<file path="src/rtl/gm_arbiter.sv">
// Global-memory front end: round-robin arbitration of NUM_REQ single-word requesters onto one RAM port.
// Optional macro GM_ARB_STATS_EN adds saturating completed-read/write counters with a clear input.
module gm_arbiter #(
    parameter int unsigned NUM_REQ = 4,
    parameter int unsigned ADDR_W  = 17,
    parameter int unsigned DATA_W  = 32,
    parameter int unsigned RAM_LAT = 2
) (
    input  logic                      clock_50,
    input  logic                      reset_n,
    input  logic [NUM_REQ-1:0]        lm_gm_re,
    input  logic [NUM_REQ-1:0]        lm_gm_we,
    input  logic [NUM_REQ*ADDR_W-1:0] lm_gm_addr,
    input  logic [NUM_REQ*DATA_W-1:0] lm_gm_data,
    output logic [DATA_W-1:0]         gm_lm_data,
    output logic [NUM_REQ-1:0]        gm_lm_ack,
    output logic [ADDR_W-1:0]         gm_ram_addr,
    output logic [DATA_W-1:0]         gm_ram_data,
    output logic                      gm_ram_we,
    input  logic [DATA_W-1:0]         gm_ram_q,
    output logic                      gm_busy
`ifdef GM_ARB_STATS_EN
    ,
    input  logic                      stat_clr,
    output logic [15:0]               stat_reads,
    output logic [15:0]               stat_writes
`endif
);

    localparam int unsigned IDX_W = $clog2(NUM_REQ);
    localparam int unsigned CNT_W = $clog2(RAM_LAT + 1);

    typedef enum logic [1:0] {
        StIdle,
        StIssue,
        StWait,
        StAck
    } state_e;

    state_e              state_q, state_d;
    logic [IDX_W-1:0]    idx_q, idx_d;
    logic [IDX_W-1:0]    last_q, last_d;
    logic                op_wr_q, op_wr_d;
    logic [ADDR_W-1:0]   addr_q, addr_d;
    logic [DATA_W-1:0]   data_q, data_d;
    logic [CNT_W-1:0]    cnt_q, cnt_d;
    logic [DATA_W-1:0]   rdata_q, rdata_d;

    logic [NUM_REQ-1:0]  pend;
    logic                grant_vld;
    logic [IDX_W-1:0]    grant_idx;
    logic [IDX_W-1:0]    scan_idx;

    // A requester asserting both re and we is served as a write.
    assign pend = lm_gm_re | lm_gm_we;

    // Round-robin scan starting just after the last granted index.
    always_comb begin
        grant_vld = 1'b0;
        grant_idx = '0;
        scan_idx  = '0;
        for (int unsigned k = 1; k <= NUM_REQ; k++) begin
            scan_idx = IDX_W'((32'(last_q) + k) % NUM_REQ);
            if (!grant_vld && pend[scan_idx]) begin
                grant_vld = 1'b1;
                grant_idx = scan_idx;
            end
        end
    end

    always_comb begin
        state_d = state_q;
        idx_d   = idx_q;
        last_d  = last_q;
        op_wr_d = op_wr_q;
        addr_d  = addr_q;
        data_d  = data_q;
        cnt_d   = cnt_q;
        rdata_d = rdata_q;
        unique case (state_q)
            StIdle: begin
                if (grant_vld) begin
                    idx_d   = grant_idx;
                    op_wr_d = lm_gm_we[grant_idx];
                    addr_d  = lm_gm_addr[grant_idx*ADDR_W +: ADDR_W];
                    data_d  = lm_gm_data[grant_idx*DATA_W +: DATA_W];
                    state_d = StIssue;
                end
            end
            StIssue: begin
                if (op_wr_q) begin
                    state_d = StAck;
                end else begin
                    cnt_d   = CNT_W'(RAM_LAT);
                    state_d = StWait;
                end
            end
            StWait: begin
                cnt_d = cnt_q - CNT_W'(1);
                if (cnt_q == CNT_W'(1)) begin
                    rdata_d = gm_ram_q;
                    state_d = StAck;
                end
            end
            StAck: begin
                last_d  = idx_q;
                state_d = StIdle;
            end
            default: state_d = StIdle;
        endcase
    end

    always_ff @(posedge clock_50 or negedge reset_n) begin
        if (!reset_n) begin
            state_q <= StIdle;
            idx_q   <= '0;
            last_q  <= IDX_W'(NUM_REQ - 1);
            op_wr_q <= 1'b0;
            addr_q  <= '0;
            data_q  <= '0;
            cnt_q   <= '0;
            rdata_q <= '0;
        end else begin
            state_q <= state_d;
            idx_q   <= idx_d;
            last_q  <= last_d;
            op_wr_q <= op_wr_d;
            addr_q  <= addr_d;
            data_q  <= data_d;
            cnt_q   <= cnt_d;
            rdata_q <= rdata_d;
        end
    end

    // Outputs decode straight from registered state so reset clears them without a clock edge.
    always_comb begin
        gm_lm_ack = '0;
        if (state_q == StAck) begin
            gm_lm_ack[idx_q] = 1'b1;
        end
    end

    assign gm_ram_we   = (state_q == StIssue) && op_wr_q;
    assign gm_busy     = (state_q != StIdle);
    assign gm_ram_addr = addr_q;
    assign gm_ram_data = data_q;
    assign gm_lm_data  = rdata_q;

`ifdef GM_ARB_STATS_EN
    logic [15:0] stat_reads_q;
    logic [15:0] stat_writes_q;

    always_ff @(posedge clock_50 or negedge reset_n) begin
        if (!reset_n) begin
            stat_reads_q  <= '0;
            stat_writes_q <= '0;
        end else if (stat_clr) begin
            stat_reads_q  <= '0;
            stat_writes_q <= '0;
        end else if (state_q == StAck) begin
            if (op_wr_q) begin
                if (stat_writes_q != 16'hFFFF) stat_writes_q <= stat_writes_q + 16'd1;
            end else begin
                if (stat_reads_q != 16'hFFFF) stat_reads_q <= stat_reads_q + 16'd1;
            end
        end
    end

    assign stat_reads  = stat_reads_q;
    assign stat_writes = stat_writes_q;
`endif

    ack_onehot_a: assert property (@(posedge clock_50) disable iff (!reset_n) $onehot0(gm_lm_ack));
    we_busy_a:    assert property (@(posedge clock_50) disable iff (!reset_n) gm_ram_we |-> gm_busy);

endmodule

</file>
<file path="config.mk">
export PLATFORM = sky130hd
export DESIGN_NAME = gm_arbiter
export DESIGN_NICKNAME = d
export VERILOG_FILES = /design/src/rtl/gm_arbiter.sv
export SDC_FILE = /design/constraint.sdc
export NUM_CORES = 1
export LEC_CHECK = 0
export CORE_AREA = 2 2 125 127
export DETAILED_ROUTE_END_ITERATION = 8
export DIE_AREA = 0 0 127 129
export PLACE_DENSITY = 0.86
export SYNTH_ARGS = -nofsm -noshare
export SYNTH_HDL_FRONTEND = slang
export SYNTH_SLANG_ARGS = --single-unit
</file>
<file path="constraint.sdc">
create_clock -name clock_50 -period 1.81 [get_ports clock_50]
set_input_delay 0.362 -clock clock_50 [delete_from_list [all_inputs] [get_ports clock_50]]
set_output_delay 0.362 -clock clock_50 [all_outputs]
set_load 0.03 [all_outputs]
</file>
# Word-level counts from Yosys, hierarchy flattened
# Index checks and enable logic that the tools add are counted.
# totals
ff_bits,90
inputBits,238
output_inout_bits,87
elab_cells,73
# classes
n_addsub,5
n_mul,1
order_cmp,7
eq_ne,7
shifts,2
n_mux,27
bitwise,1
n_reduce_logical,15
# ops
operator,count
128-bit by 8-bit variable part select with 32-bit output,1
68-bit by 8-bit variable part select with 17-bit output,1
"2-bit by 3-bit less-than comparator with 1-bit output, second input constant",6
2-bit 2-to-1 mux,7
1-bit 2-to-1 mux,11
1-bit binary-select mux with 2-bit select,5
2-bit one-hot mux with 4 select lines,1
2-bit AND reduction,4
"2-bit by 5-bit multiplier with 7-bit output, second input constant",1
"2-bit inequality test, second input constant",3
1-bit logical AND,5
"2-bit by 1-bit adder with 2-bit output, second input constant",2
"2-bit adder, second input constant",2
"2-bit by 1-bit == test with 1-bit output, second input constant",2
"2-bit == test, second input constant",2
4-bit 2-to-1 mux,1
4-bit bitwise OR,1
2-bit one-hot mux with 2 select lines,1
2-bit nonzero test,2
1-bit logical NOT,3
1-bit demux with 2-bit select,1
"2-bit by 1-bit greater-or-equal comparator with 1-bit output, second input constant",1
2-bit logical NOT,1
"2-bit by 1-bit subtractor with 2-bit output, second input constant",1

# Depth between registers and ports, before layout
# depth
ltp_word,15
ltp_mapped,8
ltp_nobuf,6

# Least setup slack after synthesis
# No wires, ideal clock.
# synth_timing
path_kind,register to register
start,register last_q[1]
end,register addr_q[0] (netlist: gm_ram_addr[0])
setup_ps,142
arrival_time_ps,1750
required_time_ps,1668
path_slack_ps,-83
path_stages_with_launch,9
n_path_buf,3
period_less_slack_ps,1893
cell_sequence,dfstp_2 -> o21a_1 -> o32ai_1 -> a211oi_2 -> buf_4 -> buf_8 -> buf_12 -> mux2i_1 -> o221ai_1
# synth_via
elab_chain_cells,15
elab_cells_between_ends,29
classes_between,add/sub: 4; mul: 1; shift: 1; mux: 16; reduce/logical: 7
# synth_lines
element,line_no,rtl
start: declaration,42,"logic [IDX_W-1:0] last_q, last_d;"
start signal: assignment,117,last_q <= IDX_W'(NUM_REQ - 1);
start signal: assignment,126,last_q <= last_d;
2-bit by 1-bit adder with 2-bit output,63,scan_idx = IDX_W'((32'(last_q) + k) % NUM_REQ);
1-bit binary-select mux with 2-bit select,64,if (!grant_vld && pend[scan_idx]) begin
1-bit 2-to-1 mux (implied by the code),64,
1-bit 2-to-1 mux,64,
1-bit logical NOT,64,
1-bit logical AND,64,
1-bit 2-to-1 mux,64,
1-bit logical NOT,64,
1-bit logical AND,64,
1-bit 2-to-1 mux,64,
1-bit logical NOT,64,
1-bit logical AND,64,
2-bit 2-to-1 mux,64,
2-bit by 5-bit multiplier with 7-bit output,85,addr_d = lm_gm_addr[grant_idx*ADDR_W +: ADDR_W];
68-bit by 8-bit variable part select with 17-bit output,85,
end signal: assignment,128,addr_q <= addr_d;
end: declaration,44,"logic [ADDR_W-1:0] addr_q, addr_d;"
# Several ways; a longest one is shown, not always the timed one. The select of a mux whose other input is x is not followed.
# A chain may end at the register's enable or synchronous reset.

# Worst setup path in the final report
# layout_timing
start,register last_q[1]
end,register data_q[24] (netlist: gm_ram_data[24])
# layout_via
elab_chain_cells,14
elab_cells_between_ends,28
classes_between,add/sub: 4; shift: 1; mux: 16; reduce/logical: 7
# layout_lines
element,line_no,rtl
2-bit by 1-bit adder with 2-bit output,63,
1-bit binary-select mux with 2-bit select,64,
1-bit 2-to-1 mux (implied by the code),64,
1-bit 2-to-1 mux,64,
1-bit logical NOT,64,
1-bit logical AND,64,
1-bit 2-to-1 mux,64,
1-bit logical NOT,64,
1-bit logical AND,64,
1-bit 2-to-1 mux,64,
1-bit logical NOT,64,
1-bit logical AND,64,
2-bit 2-to-1 mux / 1-bit 2-to-1 mux (equally long branches),64,
128-bit by 8-bit variable part select with 32-bit output / 2-bit AND reduction (equally long branches),-,
end signal: assignment,129,data_q <= data_d;
end: declaration,45,"logic [DATA_W-1:0] data_q, data_d;"
# Several ways; a longest one is shown, not always the timed one. The select of a mux whose other input is x is not followed.

==> results.md <==
- Status: finished with violations
- Failing checks: setup timing
- Start point of the worst min-delay path: gm_ram_addr[15]
- Synthesized cell area: 4861 um2
- Number of global-route vias before repair: 5242
- CTS tree: done
- Flops & latches, synth: 90
- RSZ-0062 raised after global routing: yes
- Clk slew on worst S/H paths: 0.07 ns
- Post-route ant nets: 0
- Remaining DRCs: 0
- Core Box Area: 14980 um2
- Layout Skew: 0.01207 ns
- Input/output buffers: 324
- Cell variety after synth: 39
- WS Path Type: reg2reg
- Synth top area share: 0.4530
- Combinational share of power: 0.653
- ANT cells: 0
- Max-slew violations: 0
- Achievable Freq: 0.4824 GHz
- Slew HR: 0.6714
- Max-Cap Viols: 0
- R2R depth: 8
- Final Util: 0.6310
- Syn Nets: 661
- TNS Setup: -7.511 ns
- HPWL after DPL: 13.98 mm
- Via-per-instance ratio: 5.070
- Final Hold Fails: 0
- Die width: 127 um
- Yosys warns: 0
- Clock root buffer: clkbuf_16
- Internal Power: 9.440 mW
- Overall global routing resource usage: 0.2190
- DR WL/cell: 19.92 um
- Avg Synthesized Cell Area: 11.63 um2
- Area Overhead vs Synth: 94.41%
- Grt total ovfl: 0
- Layout cell share with drive strength beyond 1: 0.1952
- Seq/Total Area, Yosys: 0.4638
- Top cells by area, synth: dfrtp_1 45%, mux2i_1 20%, o221ai_1 8.8%
- Final Cycle Share: 1.145
- Largest net degree at the start of global routing: 37
- Hold Crit Class: reg2reg
- Kind of start point of the critical path: flop
- Mapped Cells: 418
- H-Tree Depth: 3
- Critical path data arrival time: 2.28 ns
- Seq pwr share: 0.226
- DRT Wirelength: 19.46 mm
- Worst-Margin Slew: 0.4929 ns
- Vias: 4953
- Worst VDD drop: 1109 uV
- Clk pwr share: 0.121
- Critical Path Fanout Max: 7
- Hold path cells: 2
- Die Span Y: 129 um
- Total Die Area: 16380 um2
- Antenna violations before repair: 0
- Leakage power: 4.029 nW
- FILL cells: 1194
- Worst-Skew Late Latency: 0.34 ns
- Drt first pass iters: 4
- Leading area contributor after synthesis: dfrtp_1
- Number of synthesized flops with an enable pin: 0
- Reg2reg setup slack: -0.26 ns
- Tmin final: 2.073 ns
- Worst Hold Path EP: gm_ram_addr[15]
- First-pass GRT wire length: 27.84 mm
- Starting density of the core: 0.3246
- Non-Filler Instances: 977
- Clock sinks: 90
- PwrDens: 1717 nW/um2
- Worst path required time: 2.01 ns
- Bufs on Longest Clock Path: 2
- Pwr Total: 16.23 mW
- Final setup vio count: 49
- Gpl congestion: 0.8340
- Net Switching: 6.785 mW
- 1st-iter DRT viols: 250
- Num ports: 325
- R2r endpoint: gm_ram_data[24]
- Asr flop ratio synth: 1.000
- CTS Buf Count: 9
- Final setup margin: -0.2631 ns
- R2R Path Start: last_q[1]
- Top_reg_cell synth: dfrtp_1
- Sw frac: 0.4182
- Placed insts: 940
- Layout net count: 1027
- Crit end category: flop
- Rows: 45
## routing by layer
layer	part of all wire	routed length [um]	vias to the layer above	track usage
li1	-	-	2297	-
met3	0.082	1597	23	0.06570
met5	0	0	-	0
met4	0.014	280	0	0.05107
met1	0.37	7212	2403	0.2505
met2	0.53	10370	230	0.4032
## critical path, stage by stage, from the launching register on
cell      delay [ns]
dfstp_2         0.56
o21a_4          0.16
o32ai_4         0.08
a211oi_4        0.24
buf_6           0.17
buf_12          0.14
buf_12          0.14
mux2i_1         0.28
o221ai_1        0.16
## what timing repair did
item / 4_1_cts / 5_1_grt
gates cloned: 4 / 7
endpoints found under the hold margin: 24 / 0
setup endpoints to repair: 55 / 61
hold buffers: 1 / 0
pin swaps: 6 / 9
resized for setup: 32 / 43
buffers inserted: 7 / 4
## metrics by stage
step | area (um2) | hold WS (ns) | setup slack, ns
floorplan | 4876 | 0.06641 | -0.03218
global placement | 8583 | 0.3482 | -0.5193
detailed placement | 8583 | 0.3555 | -0.5956
CTS | 9133 | 0.4899 | -0.2495
global route | 9450 | 0.5030 | -0.3295
finish | 9450 | 0.4828 | -0.2631
## flip-flops by register name, indices dropped and copies added, names as in the netlist
signal,flops
gm_ram_addr,17
last_q,2
idx_q,2
cnt_q,2
gm_ram_data,32
state_q,2
gm_lm_data,32
op_wr_q,1
## power by group through the flow
stage	Combinational, mW	Clock [mW]	Sequential (mW)
2_1_floorplan	3.72	0	5.40
3_3_place_gp	9.17	0	3.59
3_5_place_dp	9.30	0	3.65
4_1_cts	9.95	2.02	3.64
5_1_grt	11.2	2.12	3.78
6_report	10.6	1.97	3.67
## how the worst max path moves through the flow
stage           startpoint              end  slack, ns  cells after the start
3_5_place_dp   lm_gm_re[0]  gm_ram_data[18]      -0.60                      8
6_report         last_q[1]  gm_ram_data[24]      -0.26                      8
5_1_grt          last_q[1]  gm_ram_data[24]      -0.33                      8
2_1_floorplan    last_q[1]  gm_ram_data[17]      -0.03                      8
4_1_cts          last_q[1]  gm_ram_data[18]      -0.25                      8
3_3_place_gp   lm_gm_we[0]   gm_ram_data[6]      -0.52                      8
## Yosys cell counts, types with 2 or more instances
cell type	instances
o31a_1	2
buf_12	3
dfstp_2	2
ha_1	5
inv_1	8
nand2_1	57
clkbuf_1	12
buf_4	5
a21oi_1	5
buf_2	3
dfrtp_1	88
o21ai_0	9
o211ai_1	2
clkbuf_4	2
mux2_2	33
a21boi_0	2
nor3b_1	3
o221ai_1	49
buf_1	3
nand3_1	2
mux2i_1	99
nor2_1	7
## area by class of cell
cell class                 count  area [um2]  share of cell area
multi-input combinational    291        2589              0.2739
sequential                    90        2256              0.2387
clock buffer                   9       225.2             0.02383
tap                          188       235.2             0.02489
inverter                       8       30.03            0.003178
timing repair buffer         384        4031              0.4266
clock inverter                 7       83.83            0.008871
## layout by cell type (no fill, tap or decap), drive strengths merged, types with 2 or more instances in the layout
master / instances
a211oi: 2
a21boi: 2
a21oi: 5
buf: 60
clkbuf: 15
clkdlybuf4s50: 308
clkinvlp: 3
dfrtp: 88
dfstp: 2
dlygate4sd2: 3
dlymetal6s2s: 6
ha: 5
inv: 11
mux2: 33
mux2i: 99
nand2: 57
nand3: 2
nor2: 7
nor3b: 3
o211ai: 2
o21ai: 10
o221ai: 49
o31a: 2
## logic make-up (layout without fill, tap and decap cells)
family          after synthesis  after routing  synth area share
mux                         132            132            0.2803
flops                        90             90            0.4638
compound gates               78             78            0.1284
simple gates                 75             75           0.06564
buf+inv                      37            408           0.04710
fa+ha+maj                     5              5           0.01287
xor+xnor                      1              1          0.001802
Note: power is estimated with default switching activity, not from simulation.
==> edit: new RTL, same flow settings <==
Build with the macro `GM_ARB_STATS_EN` defined.
--- a/src/rtl/gm_arbiter.sv
+++ b/src/rtl/gm_arbiter.sv
@@ -2,2 +2,4 @@
 // Optional macro GM_ARB_STATS_EN adds saturating completed-read/write counters with a clear input.
+`define GM_ARB_STATS_EN
+
 module gm_arbiter #(
Ports: changed (added stat_clr, stat_reads and stat_writes); port bits go from 325 to 358. No check against the original RTL was run, so the function may have changed too.
==> edit against the unedited design <==
  * Design area grew 40%
  * The flow still finishes with violations (negative setup slack)
  * Hold slack lost 0.081 ns
  * Clock skew shrank 0.0015 ns
  * Critical path type is now in2reg
  * Synthesized area grew 50%
  * Sequential cell count grew 32
  * Routed wire length grew 54%
  * Power grew 25%
  * Register-to-register slack lost 0.08 ns
  * Sequential power grew 23%
  * Die area is the same
  * Worst setup slack lost 0.11 ns
==> edit: results (changes against the unedited design) <==
[critical_path]
slowest_delay_ns = 0.46  ; -0.10 ns
reg2reg_from = last_q[0]
r2r_cells = 10  ; +2
reg2reg_slack_ns = -0.34  ; -0.08 ns
r2r-end = gm_ram_data[4]
crit_start = lm_gm_re[2]

[synth]
synth-xor-area-share_pct = 1.922  ; +1.7 points
synth_cell_types = 49  ; +26%
synthAdderAreaFrac_pct = 1.201  ; -0.086 points
synth_area_per_cell_um2 = 10.28  ; -12%
synthMuxAreaShare_pct = 19.87  ; -8.2 points

[power_and_ir_drop]
power.internal_mw = 11.62  ; +23%
p_seq_share_pct = 22.2  ; -0.4 points
comb_cell_power_mw = 12.2  ; +15%
combPwrFrac_pct = 60.5  ; -4.8 points

[detailed_routing]
routedWlPerCell_um = 22.37  ; +12%
postRouteWirelength_um = 30000  ; +54%

[status]
violations = negative setup slack
outcome = finished, violations left

[layout]
drive_gt1_share_pct = 24.02  ; +4.5 points
n_fill_cell = 716  ; -40%

[min_path]
hp-class = in2async

[sta]
final-setup-viol-count = 74  ; +51%
setup-tns-final_ns = -14.59  ; -7.080 ns
fin_ws_ns = -0.3736  ; -0.1105 ns
whs_ns = 0.4013  ; -0.08141 ns

[global_routing]
grt_use_met2_pct = 59.74  ; +19 points
grt_max_degree = 42  ; +14%
grt_pass1_wl_um = 41820  ; +50%

[placed_design]
place_inst = 1275  ; +36%
port-buffer-count = 357  ; +10%
dp_worst_setup_slack_ns = -0.8486  ; -0.2530 ns

[clocking]
htreeDepth = 4  ; +1

[edit: cell count changes after synthesis, moves of 9 or more]
cell and change:
o211ai_1 +50, clkbuf_1 +13, o221ai_1 -49, buf_2 +11, nor3b_1 +99, nand2_1 +10
nor3_1 +9, nor2_1 +25, dfrtp_1 +32, xor2_1 +10
[edit: worst max-delay path, delay by kind of cell]
kind	cells	cell delay, ns
AO/OA/AOI/OAI	3	0.64
multiplexers	1	0.22
buffers and inverters	5	1.02
AND/OR/NAND/NOR	1	0.21
[edit: final cells by class]
class	instances	area [um2]	share of cell area [%]
repair buffers	465	4797	36.37
multi-input cells	524	4446	33.71
flip-flops and latches	122	3073	23.30
clock buffers	17	425.4	3.226
well taps	188	235.2	1.784
clock inverters	15	175.2	1.328
inverters	10	37.54	0.2846
[edit: repair_timing]
action	in CTS	in global routing
hold endpoints to repair	22	0
gates resized for setup	180	75
cloned	3	4
pin swaps	17	32
hold buffers	1	0
setup buffers	20	13
setup endpoints to repair	173	125
